File: src/rtl/painterengine_gpu_video_scheduler_pkg.sv
// Shared scheduler definitions: FSM encoding and 640x480@60 timing.
// Reused by the scheduler, the line fetch unit and the bench.
package painterengine_gpu_video_scheduler_pkg;

    localparam logic [1:0] ST_IDLE  = 2'd0;
    localparam logic [1:0] ST_RUN   = 2'd1;
    localparam logic [1:0] ST_DRAIN = 2'd2;

    localparam int VGA_H_ACTIVE = 640;
    localparam int VGA_H_FP     = 16;
    localparam int VGA_H_SYNC   = 96;
    localparam int VGA_H_BP     = 48;
    localparam int VGA_V_ACTIVE = 480;
    localparam int VGA_V_FP     = 10;
    localparam int VGA_V_SYNC   = 2;
    localparam int VGA_V_BP     = 33;
    localparam int VGA_CW       = 12;

    function automatic int axis_total(input int active, input int fp,
                                      input int sync, input int bp);
        return active + fp + sync + bp;
    endfunction

endpackage

File: src/rtl/painterengine_gpu_timing_counter.sv
// One timing axis: count with wrap, plus region decode of the
// value the counter holds after this edge.
module painterengine_gpu_timing_counter
    import painterengine_gpu_video_scheduler_pkg::*;
#(
    parameter int ACTIVE = VGA_H_ACTIVE,
    parameter int FP     = VGA_H_FP,
    parameter int SYNC   = VGA_H_SYNC,
    parameter int BP     = VGA_H_BP,
    parameter int CW     = VGA_CW
) (
    input  logic          clk,
    input  logic          rst_n,
    input  logic          step,
    output logic [CW-1:0] cnt,
    output logic          wrap,
    output logic          active_next,
    output logic          sync_next
);

    localparam int TOTAL = axis_total(ACTIVE, FP, SYNC, BP);
    localparam logic [CW-1:0] LAST     = CW'(TOTAL - 1);
    localparam logic [CW-1:0] ACT_END  = CW'(ACTIVE);
    localparam logic [CW-1:0] SYNC_BEG = CW'(ACTIVE + FP);
    localparam logic [CW-1:0] SYNC_END = CW'(ACTIVE + FP + SYNC);

    logic [CW-1:0] cnt_next;

    assign wrap        = step && (cnt == LAST);
    assign cnt_next    = !step ? cnt : (wrap ? '0 : cnt + 1'b1);
    assign active_next = cnt_next < ACT_END;
    assign sync_next   = (cnt_next >= SYNC_BEG) && (cnt_next < SYNC_END);

    // Counter register; holds between pixel pulses.
    always_ff @(posedge clk or negedge rst_n) begin
        if (!rst_n) cnt <= '0;
        else        cnt <= cnt_next;
    end

endmodule

File: src/rtl/painterengine_gpu_video_scheduler.sv
// Video timing scheduler: H/V counters, sync/DE decode and
// ahead-of-time line fetch requests, started/stopped on frame edges.
module painterengine_gpu_video_scheduler
    import painterengine_gpu_video_scheduler_pkg::*;
#(
    parameter int H_ACTIVE  = VGA_H_ACTIVE,
    parameter int H_FP      = VGA_H_FP,
    parameter int H_SYNC    = VGA_H_SYNC,
    parameter int H_BP      = VGA_H_BP,
    parameter int V_ACTIVE  = VGA_V_ACTIVE,
    parameter int V_FP      = VGA_V_FP,
    parameter int V_SYNC    = VGA_V_SYNC,
    parameter int V_BP      = VGA_V_BP,
    parameter bit HSYNC_POL = 1'b0,
    parameter bit VSYNC_POL = 1'b0,
    parameter int CW        = VGA_CW
) (
    input  logic          i_wire_5x_pixel_clock,
    input  logic          i_wire_resetn,
    input  logic          i_wire_pixel_clock,
    input  logic          i_wire_enable,
    input  logic          i_wire_line_ack,
    input  logic          i_wire_clear,
    output logic          o_wire_hsync,
    output logic          o_wire_vsync,
    output logic          o_wire_de,
    output logic [CW-1:0] o_wire_x,
    output logic [CW-1:0] o_wire_y,
    output logic          o_wire_frame_start,
    output logic          o_wire_line_req,
    output logic [CW-1:0] o_wire_line_num,
    output logic          o_wire_underflow,
    output logic          o_wire_busy
);

    localparam int V_TOTAL = axis_total(V_ACTIVE, V_FP, V_SYNC, V_BP);
    localparam logic [CW-1:0] H_PRE  = CW'(H_ACTIVE - 1);
    localparam logic [CW-1:0] V_LAST = CW'(V_TOTAL - 1);
    localparam logic [CW-1:0] V_ACT  = CW'(V_ACTIVE);

    logic [1:0]    state, state_next;
    logic          busy, run, start, h_step;
    logic [CW-1:0] h, v, next_line, line_num;
    logic          h_wrap, h_act, h_sync;
    logic          v_wrap, v_act, v_sync;
    logic          on_next, de_next, req_hit, new_req, uf_set;
    logic          de, hsync, vsync, frame_start, req, underflow;

    assign busy   = state != ST_IDLE;
    assign run    = busy && i_wire_enable;
    assign start  = !busy && i_wire_enable && i_wire_pixel_clock;
    assign h_step = busy && i_wire_pixel_clock;

    painterengine_gpu_timing_counter #(
        .ACTIVE(H_ACTIVE), .FP(H_FP), .SYNC(H_SYNC), .BP(H_BP), .CW(CW)
    ) u_h (
        .clk        (i_wire_5x_pixel_clock),
        .rst_n      (i_wire_resetn),
        .step       (h_step),
        .cnt        (h),
        .wrap       (h_wrap),
        .active_next(h_act),
        .sync_next  (h_sync)
    );

    painterengine_gpu_timing_counter #(
        .ACTIVE(V_ACTIVE), .FP(V_FP), .SYNC(V_SYNC), .BP(V_BP), .CW(CW)
    ) u_v (
        .clk        (i_wire_5x_pixel_clock),
        .rst_n      (i_wire_resetn),
        .step       (h_wrap),
        .cnt        (v),
        .wrap       (v_wrap),
        .active_next(v_act),
        .sync_next  (v_sync)
    );

    // Enable acts at once between RUN and DRAIN, but idling waits for the v wrap.
    always_comb begin
        state_next = state;
        unique case (state)
            ST_IDLE: begin
                if (start) state_next = ST_RUN;
            end
            ST_RUN, ST_DRAIN: begin
                if (v_wrap && !i_wire_enable) state_next = ST_IDLE;
                else if (i_wire_enable)       state_next = ST_RUN;
                else                          state_next = ST_DRAIN;
            end
            default: state_next = ST_IDLE;
        endcase
    end

    assign on_next   = state_next != ST_IDLE;
    assign de_next   = on_next && h_act && v_act;
    assign next_line = (v == V_LAST) ? '0 : v + 1'b1;
    assign req_hit   = run && h_step && (h == H_PRE) && (next_line < V_ACT);
    assign new_req   = start || req_hit;
    assign uf_set    = req && ((de_next && !de) || new_req);

    // FSM state register.
    always_ff @(posedge i_wire_5x_pixel_clock or negedge i_wire_resetn) begin
        if (!i_wire_resetn) state <= ST_IDLE;
        else                state <= state_next;
    end

    // Video outputs decoded from next-edge counters so they line up with x/y.
    always_ff @(posedge i_wire_5x_pixel_clock or negedge i_wire_resetn) begin
        if (!i_wire_resetn) begin
            de          <= 1'b0;
            hsync       <= ~HSYNC_POL;
            vsync       <= ~VSYNC_POL;
            frame_start <= 1'b0;
        end else begin
            de          <= de_next;
            hsync       <= (on_next && h_sync) ? HSYNC_POL : ~HSYNC_POL;
            vsync       <= (on_next && v_sync) ? VSYNC_POL : ~VSYNC_POL;
            frame_start <= start || (v_wrap && i_wire_enable);
        end
    end

    // Fetch handshake; a fresh request keeps req high and retargets line_num.
    always_ff @(posedge i_wire_5x_pixel_clock or negedge i_wire_resetn) begin
        if (!i_wire_resetn) begin
            req       <= 1'b0;
            line_num  <= '0;
            underflow <= 1'b0;
        end else begin
            if (new_req) begin
                req      <= 1'b1;
                line_num <= start ? '0 : next_line;
            end else if (i_wire_line_ack) begin
                req <= 1'b0;
            end
            if (uf_set)            underflow <= 1'b1;
            else if (i_wire_clear) underflow <= 1'b0;
        end
    end

    assign o_wire_hsync       = hsync;
    assign o_wire_vsync       = vsync;
    assign o_wire_de          = de;
    assign o_wire_x           = h;
    assign o_wire_y           = v;
    assign o_wire_frame_start = frame_start;
    assign o_wire_line_req    = req;
    assign o_wire_line_num    = line_num;
    assign o_wire_underflow   = underflow;
    assign o_wire_busy        = busy;

endmodule

File: config.mk
export PLATFORM = sky130hd
export DESIGN_NAME = painterengine_gpu_video_scheduler
export DESIGN_NICKNAME = d
export VERILOG_FILES = /design/src/rtl/painterengine_gpu_video_scheduler_pkg.sv /design/src/rtl/painterengine_gpu_timing_counter.sv /design/src/rtl/painterengine_gpu_video_scheduler.sv
export SDC_FILE = /design/constraint.sdc
export NUM_CORES = 1
export LEC_CHECK = 0
export ABC_AREA = 1
export CELL_PAD_IN_SITES_DETAIL_PLACEMENT = 0
export CELL_PAD_IN_SITES_GLOBAL_PLACEMENT = 1
export CORE_ASPECT_RATIO = 1.1
export CORE_MARGIN = 2
export CORE_UTILIZATION = 33
export CTS_CLUSTER_SIZE = 24
export DETAILED_ROUTE_END_ITERATION = 16
export PLACE_DENSITY_LB_ADDON = 0.1
export SLEW_MARGIN = 0
export SYNTH_ARGS = -nofsm -noshare
export SYNTH_HDL_FRONTEND = slang
export SYNTH_SLANG_ARGS = --single-unit
File: constraint.sdc
create_clock -name i_wire_5x_pixel_clock -period 1.9 [get_ports i_wire_5x_pixel_clock]
set_input_delay 0.38 -clock i_wire_5x_pixel_clock [delete_from_list [all_inputs] [get_ports i_wire_5x_pixel_clock]]
set_output_delay 0.38 -clock i_wire_5x_pixel_clock [all_outputs]
set_load 0.1 [all_outputs]
# Word-level counts from Yosys, hierarchy flattened

Cells that the tools add are included.
Widths: inputs -> output; s select.

Add/subtract/negate cells: 2
Order comparisons: 7
Equality and inequality tests: 5
Muxes and demuxes: 16
Reductions and logical operators: 31

Operator list:

| kind                  | count |
|---|---|
| $mux 12               | 6 |
| $eq 12x10->1 const B  | 3 |
| $lt 12x9->1 const B   | 3 |
| $add 12x1->12 const B | 2 |
| $lt 12x10->1 const B  | 2 |
| $logic_and 1x1->1     | 19 |
| $ge 12x10->1 const B  | 1 |
| $ge 12x9->1 const B   | 1 |
| $reduce_bool 2->1     | 4 |
| $mux 1                | 6 |
| $mux 2                | 3 |
| $pmux 2 s2            | 1 |
| $logic_not 1->1       | 3 |
| $logic_or 1x1->1      | 3 |
| $eq 2x1->1 const B    | 1 |
| $eq 2x2->1 const B    | 1 |
| $logic_not 2->1       | 1 |
| $reduce_or 2->1       | 1 |

Register bits after elaboration: 44
Input port bits: 6
Output and inout bits: 43
Logic and storage cells: 71

# Depth between registers and ports, before layout

Gate-level depths: netlist (run 1).

Word-level depth: 14
Depth in mapped cells: 18

# Modules after synthesis

A second synthesis (run 1) with hierarchy kept.

Cells, all modules: 425
Area, all modules: 2,919.0 sq um

By module, submodules not included:

| module                                  | times used | cells an instance | area an instance (sq um) |
|---|---|---|---|
| painterengine_gpu_video_scheduler       | 1          | 176               | 1,227.4 |
| painterengine_gpu_timing_counter at u_h | 1          | 126               | 859.6 |
| painterengine_gpu_timing_counter at u_v | 1          | 123               | 832.0 |

# Worst setup path before layout (run 1)

No wires, ideal clock.

Path type: register -> register
Start point: register u_v.cnt[1]
End point: register line_num[0] (netlist: o_wire_line_num[0])
Library setup time: 0.101 ns
Data arrival time: 2.523 ns
Data required time: 1.799 ns
Slack: -0.724 ns
Stages on the path, launching flop included: 15
Period minus slack after synthesis: 2.624 ns
Cell sequence: dfrtp_1 > ha_1 > inv_1 > nor2_4 > nand2_2 > o21ai_1 > o21ai_1 > nor3_1 > nand3_1 > nand2_2 > nand2_2 > inv_2 > buf_6 > nand2_1 > o31ai_1

Word-level cells in the longest chain between the ends: 5
Elaborated cells between the ends (all ways): 7

RTL lines:

| item                                          | line                                     | RTL |
|---|---|---|
| from (decl)                                   | painterengine_gpu_timing_counter.sv:15   | `output logic [CW-1:0] cnt,` |
| from (signal assigned)                        | painterengine_gpu_timing_counter.sv:37   | `else cnt <= cnt_next;` |
| $add 12x1->12 or $eq 12x10->1 (tied branches) | painterengine_gpu_video_scheduler.sv:96  | `assign next_line = (v == V_LAST) ? '0 : v + 1'b1;` |
| $mux 12 (*)                                   | painterengine_gpu_video_scheduler.sv:96  |  |
| $lt 12x9->1                                   | painterengine_gpu_video_scheduler.sv:97  | `assign req_hit = run && h_step && (h == H_PRE) && (next_line < V_ACT);` |
| $logic_and 1x1->1                             | painterengine_gpu_video_scheduler.sv:97  |  |
| $logic_or 1x1->1                              | painterengine_gpu_video_scheduler.sv:98  | `assign new_req = start \|\| req_hit;` |
| to (signal assigned)                          | painterengine_gpu_video_scheduler.sv:131 | `line_num <= start ? '0 : next_line;` |
| to (decl)                                     | painterengine_gpu_video_scheduler.sv:43  | `logic [CW-1:0] h, v, next_line, line_num;` |

Every way passes the cells marked *; elsewhere a longest branch is shown, timed or not.
A chain may end at the register's enable or synchronous reset.

# Worst setup path in the final report (run 1)

Start point: register state[0]
End point: register underflow (netlist: o_wire_underflow)

Elaborated cells between the ends (all ways): 34

RTL lines:

| item                                        | line                                     | RTL |
|---|---|---|
| from (decl)                                 | painterengine_gpu_video_scheduler.sv:41  | `logic [1:0] state, state_next;` |
| from (signal assigned)                      | painterengine_gpu_video_scheduler.sv:104 | `else state <= state_next;` |
| $reduce_bool 2->1 (*)                       | painterengine_gpu_video_scheduler.sv:49  | `assign busy = state != ST_IDLE;` |
| $logic_and 1x1->1 (*)                       | painterengine_gpu_video_scheduler.sv:52  | `assign h_step = busy && i_wire_pixel_clock;` |
| $logic_and 1x1->1 (*)                       | painterengine_gpu_timing_counter.sv:29   | `assign wrap = step && (cnt == LAST);` |
| $logic_and 1x1->1                           | painterengine_gpu_timing_counter.sv:29   |  |
| $mux 12                                     | painterengine_gpu_timing_counter.sv:30   | `assign cnt_next = !step ? cnt : (wrap ? '0 : cnt + 1'b1);` |
| $mux 12 (*)                                 | painterengine_gpu_timing_counter.sv:30   |  |
| named net u_v.cnt_next[7]                   | painterengine_gpu_timing_counter.sv:27   | `logic [CW-1:0] cnt_next;` |
| $lt 12x9->1 (*)                             | painterengine_gpu_timing_counter.sv:31   | `assign active_next = cnt_next < ACT_END;` |
| $logic_and 1x1->1 (*)                       | painterengine_gpu_video_scheduler.sv:95  | `assign de_next = on_next && h_act && v_act;` |
| $logic_and 1x1->1 (*)                       | painterengine_gpu_video_scheduler.sv:99  | `assign uf_set = req && ((de_next && !de) \|\| new_req);` |
| $logic_or 1x1->1 (*)                        | painterengine_gpu_video_scheduler.sv:99  |  |
| $logic_and 1x1->1 (*)                       | painterengine_gpu_video_scheduler.sv:99  |  |
| $mux 1 or $reduce_bool 2->1 (tied branches) | n/a                                      |  |
| to (signal assigned)                        | painterengine_gpu_video_scheduler.sv:127 | `underflow <= 1'b0;` |
| to (signal assigned)                        | painterengine_gpu_video_scheduler.sv:135 | `if (uf_set) underflow <= 1'b1;` |
| to (signal assigned)                        | painterengine_gpu_video_scheduler.sv:136 | `else if (i_wire_clear) underflow <= 1'b0;` |
| to (decl)                                   | painterengine_gpu_video_scheduler.sv:47  | `logic de, hsync, vsync, frame_start, req, underflow;` |

Mark *: on every way through the listed nets, which the timed path passes. The rest lies on a longest branch.

==> qor.csv, run 1 <==
stage,metric,value,unit
critical_path,setup.worst_path.class,register to register,
critical_path,timing.critical_path.to_type,register,
power_and_ir_drop,worst_ir_drop_vdd,1.30,mV
global_routing,antenna_found_initial,0,
yosys,syn-cell-area,2440,µm²
power_and_ir_drop,power.leakage,2.13,nW
clocking,clk_latency,0.31,ns
finish,finalNetCount,473,
critical_path,cp_data_arrival_time,2.24,ns
routing,drtIter0Drc,111,
yosys,yosys_register_bits,44,
routing,route.vias.total,2554,
critical_path,critPathRequiredTime,2.15,ns
yosys,postSynthNetCount,336,
timing,final_critical_path_setup_slack,-0.0858,ns
timing,timing_max_transition_violations_final,0,
critical_path,path_max_fanout,10,
status,failed_checks,negative setup slack,
yosys,synth_warnings,0,
yosys,netlist-cell-type-count,28,
timing,fin_crit,1.99,ns
timing,setup_viol,15,
floorplan,floorplan.die.width,85.9,µm
yosys,synth_area_per_cell,7.50,µm²
hold_path,worst_hold_path_type,register to register,
critical_path,slowest_delay,0.38,ns
finish,syn_to_final_growth,84.6,%
finish,filler_cell_count,614,
timing,timing.setup.tns,-0.593,ns
status,outcome,finished with violations,
global_routing,grt_max_degree,20,
clocking,ctsHtreeMaxLevel,2,
yosys,synth_area_leader_cell,sky130_fd_sc_hd__dfrtp_1,
critical_path,cp_cell_sequence,"inv_2, ha_4, inv_12, nand2_8, nor2_4, nand3_4, buf_6, nand2_1, o21ai_4, nand2_2, nor2_2, a21oi_2, nand3_1, nand2_1, nand2_1, nand2_1",
routing,drt_pass1_iterations,4,
finish,area_of_the_multi_input_gates,1380,µm²
clocking,tritoncts_num_sinks,44,
place,gp_congestion,0.877,
floorplan,fp.dieArea,8090,µm²
critical_path,setup.worst_path.start_class,register,
place,place_hpwl,5.36,mm
routing,wirelength,7.07,mm
finish,layout-drive-gt1-share,0.510,
timing,rsz0062_at_grt,true,
yosys,synth_largest_type_area_fraction,0.431,
timing,clock.fmax,0.504,GHz
place,portBuffers,48,
finish,finish.instance_area,4500,µm²
timing,fin_crit_sh,1.05,
clocking,cts_root_buf,sky130_fd_sc_hd__clkbuf_8,
job,max-cap-violations,0,
routing,drc_errors_left,0,
global_routing,grt_first_pass_wirelength,11.8,mm
timing,timing_hold_violations_final,0,
floorplan,vertical_die_dimension,94.1,µm
global_routing,grt_use_total,0.186,
routing,drt.antenna.violating_nets,0,
floorplan,coreArea,7090,µm²
yosys,seq_area_frac_synth,0.453,
yosys,post_synth_inst_count,325,
routing,detail_route.wl_per_cell,12.9,µm
place,dpl-instance-area,4000,µm²
timing,clock_skew,0.0116,ns
floorplan,rows,32,
finish,antenna-diode-count,0,
global_routing,globalRoute.totalOverflow,0,
clocking,tritoncts,yes,
routing,vias_per_cell,4.66,
timing,max_slew.worst_pin.slew,0.391,ns
yosys,synth_area_leaders,"sky130_fd_sc_hd__dfrtp_1 43%, sky130_fd_sc_hd__nand2_1 14%, sky130_fd_sc_hd__inv_1 8.9%",
global_routing,first_global_vias,2535,
power_and_ir_drop,cellPowerDensity,879,nW/µm²
clocking,cts.clk_slew.worst_paths,0.10,ns
floorplan,pin_count,49,
clocking,cts-root-to-sink-buffers,2,
timing,timing.slew.headroom,0.739,
floorplan,start_util,0.344,
critical_path,cpMostUsedCell,sky130_fd_sc_hd__nand2_1,
finish,sequential_cell_area,1150,µm²
critical_path,crit_path_top_delay_cell,sky130_fd_sc_hd__dfrtp_1,
clocking,tritoncts.num_buffers,5,
[power by group]
group	switching (mW)	leakage [nW]	internal, mW
clock	0.363	0.0583	0.397
combinational	1.17	1.55	0.817
sequential	0.146	0.521	1.06
total	1.68	2.13	2.28
[critical path, delay by kind of cell, from the launching register on]
family | cells | cell delay (ns)
AND/OR/NAND/NOR | 10 | 0.83
AO/OA/AOI/OAI | 2 | 0.21
adder cells (fa/ha/maj) | 1 | 0.19
flip-flops | 1 | 0.38
buffers and inverters | 3 | 0.32
[cell families (layout without fill, tap and decap cells)]
group / count (synthesis) / after routing / synth area share
flops: 44 / 44 / 0.453
compound gates: 34 / 34 / 0.0816
fa+ha+maj: 5 / 5 / 0.0257
xor+xnor: 4 / 4 / 0.0144
buf+inv: 64 / 202 / 0.108
simple gates: 174 / 174 / 0.317
[final timing paths]
kind | start | end | slack [ns] | cells after the start
worst max-delay path | state[0] | o_wire_underflow | -0.09 | 16
worst min-delay path | o_wire_line_num[6] | o_wire_line_num[6] | 0.49 | 2
worst max register to register | state[0] | o_wire_underflow | -0.09 | 16
worst min register to register | o_wire_line_num[6] | o_wire_line_num[6] | 0.49 | 2
max in group asynchronous | i_wire_resetn | o_wire_hsync | 0.78 | 3
min in group asynchronous | i_wire_resetn | o_wire_frame_start | 0.50 | 2
[layer usage]
layer / part of all wire / global-route usage / vias to the layer above
met5: 0 / 0 / -
met1: 0.44 / 0.234 / 1202
met3: 0.026 / 0.0272 / 9
met2: 0.52 / 0.326 / 43
met4: 0.014 / 0.0569 / 0
li1: - / - / 1300
[cell type report]
cell class | instances | area share
Tap cell | 85 | 0.0236
Clock inverter | 3 | 0.0106
Sequential cell | 44 | 0.256
Timing Repair Buffer | 133 | 0.331
Timing Repair inverter | 1 | 0.00195
Multi-Input combinational cell | 217 | 0.306
Inverter | 60 | 0.0551
Clock buffer | 5 | 0.0153
[timing repair]
item,in CTS,in global routing
gates resized for setup,30,52
cloned,0,1
setup buffers,3,9
pin swaps,9,23
endpoints found under the setup margin,14,17
hold buffers,1,0
endpoints found under the hold margin,12,0
[synth_stat cells, drive strengths merged]
cell     n
nand3   29
xor2     3
dfstp    2
nand2   97
nor3     6
o31ai    3
nor4     2
buf      4
a21oi    4
nor2    29
and2     1
o211ai   1
nand4    9
inv     60
o21a     2
o21ai   24
xnor2    1
nor3b    1
dfrtp   42
ha       5
[placed cells by master, fill, tap and decap left out, types with 3 or more instances in the layout]
master,netlist,final
sky130_fd_sc_hd__a21oi_1,4,3
sky130_fd_sc_hd__buf_12,0,36
sky130_fd_sc_hd__buf_4,0,83
sky130_fd_sc_hd__buf_6,3,8
sky130_fd_sc_hd__clkbuf_8,0,5
sky130_fd_sc_hd__clkdlybuf4s50_1,0,3
sky130_fd_sc_hd__dfrtp_1,42,18
sky130_fd_sc_hd__dfrtp_2,0,16
sky130_fd_sc_hd__dfrtp_4,0,8
sky130_fd_sc_hd__ha_4,0,4
sky130_fd_sc_hd__inv_1,58,51
sky130_fd_sc_hd__inv_2,2,6
sky130_fd_sc_hd__nand2_1,92,77
sky130_fd_sc_hd__nand2_2,5,17
sky130_fd_sc_hd__nand3_1,28,20
sky130_fd_sc_hd__nand3_2,1,6
sky130_fd_sc_hd__nand3_4,0,3
sky130_fd_sc_hd__nand4_1,9,9
sky130_fd_sc_hd__nor2_1,23,14
sky130_fd_sc_hd__nor2_2,4,11
sky130_fd_sc_hd__nor2_4,2,4
sky130_fd_sc_hd__nor3_1,6,4
sky130_fd_sc_hd__o21ai_0,19,10
sky130_fd_sc_hd__o21ai_1,5,5
sky130_fd_sc_hd__o21ai_2,0,6
sky130_fd_sc_hd__o21ai_4,0,3
sky130_fd_sc_hd__xor2_1,3,3
[sequential cells by signal (all words and copies together) (netlist names)]
register,count
o_wire_line_num,12
u_h.cnt,12
u_v.cnt,12
state,2
o_wire_de,1
o_wire_frame_start,1
o_wire_hsync,1
o_wire_line_req,1
o_wire_underflow,1
o_wire_vsync,1
[metrics by stage]
step / power (mW) / hold slack (ns) / setup slack [ns] / instances / utilization
2_1_floorplan: 2.26 / 0.0844 / -0.195 / 325 / -
3_3_place_gp: 3.03 / 0.295 / -0.362 / 526 / 0.565
3_5_place_dp: 3.04 / 0.302 / -0.382 / 526 / 0.565
4_1_cts: 3.89 / 0.501 / -0.0744 / 538 / 0.599
5_1_grt: 4.16 / 0.513 / -0.257 / 548 / 0.635
6_report: 3.95 / 0.495 / -0.0858 / 548 / 0.635
Note: power is estimated with default switching activity, not from simulation.
==> run 2, diff against run 1 <==
Settings changed: CTS_CLUSTER_DIAMETER set to 30.
==> results of run 2 <==
Same layout as run 1: the final DEF is identical, and so are final timing and power.
==> run 3, diff against run 2 <==
Settings changed: GPL_TIMING_DRIVEN set to 1.
==> results of run 3 <==
Same layout as run 1: the final DEF is identical, and so are final timing and power.
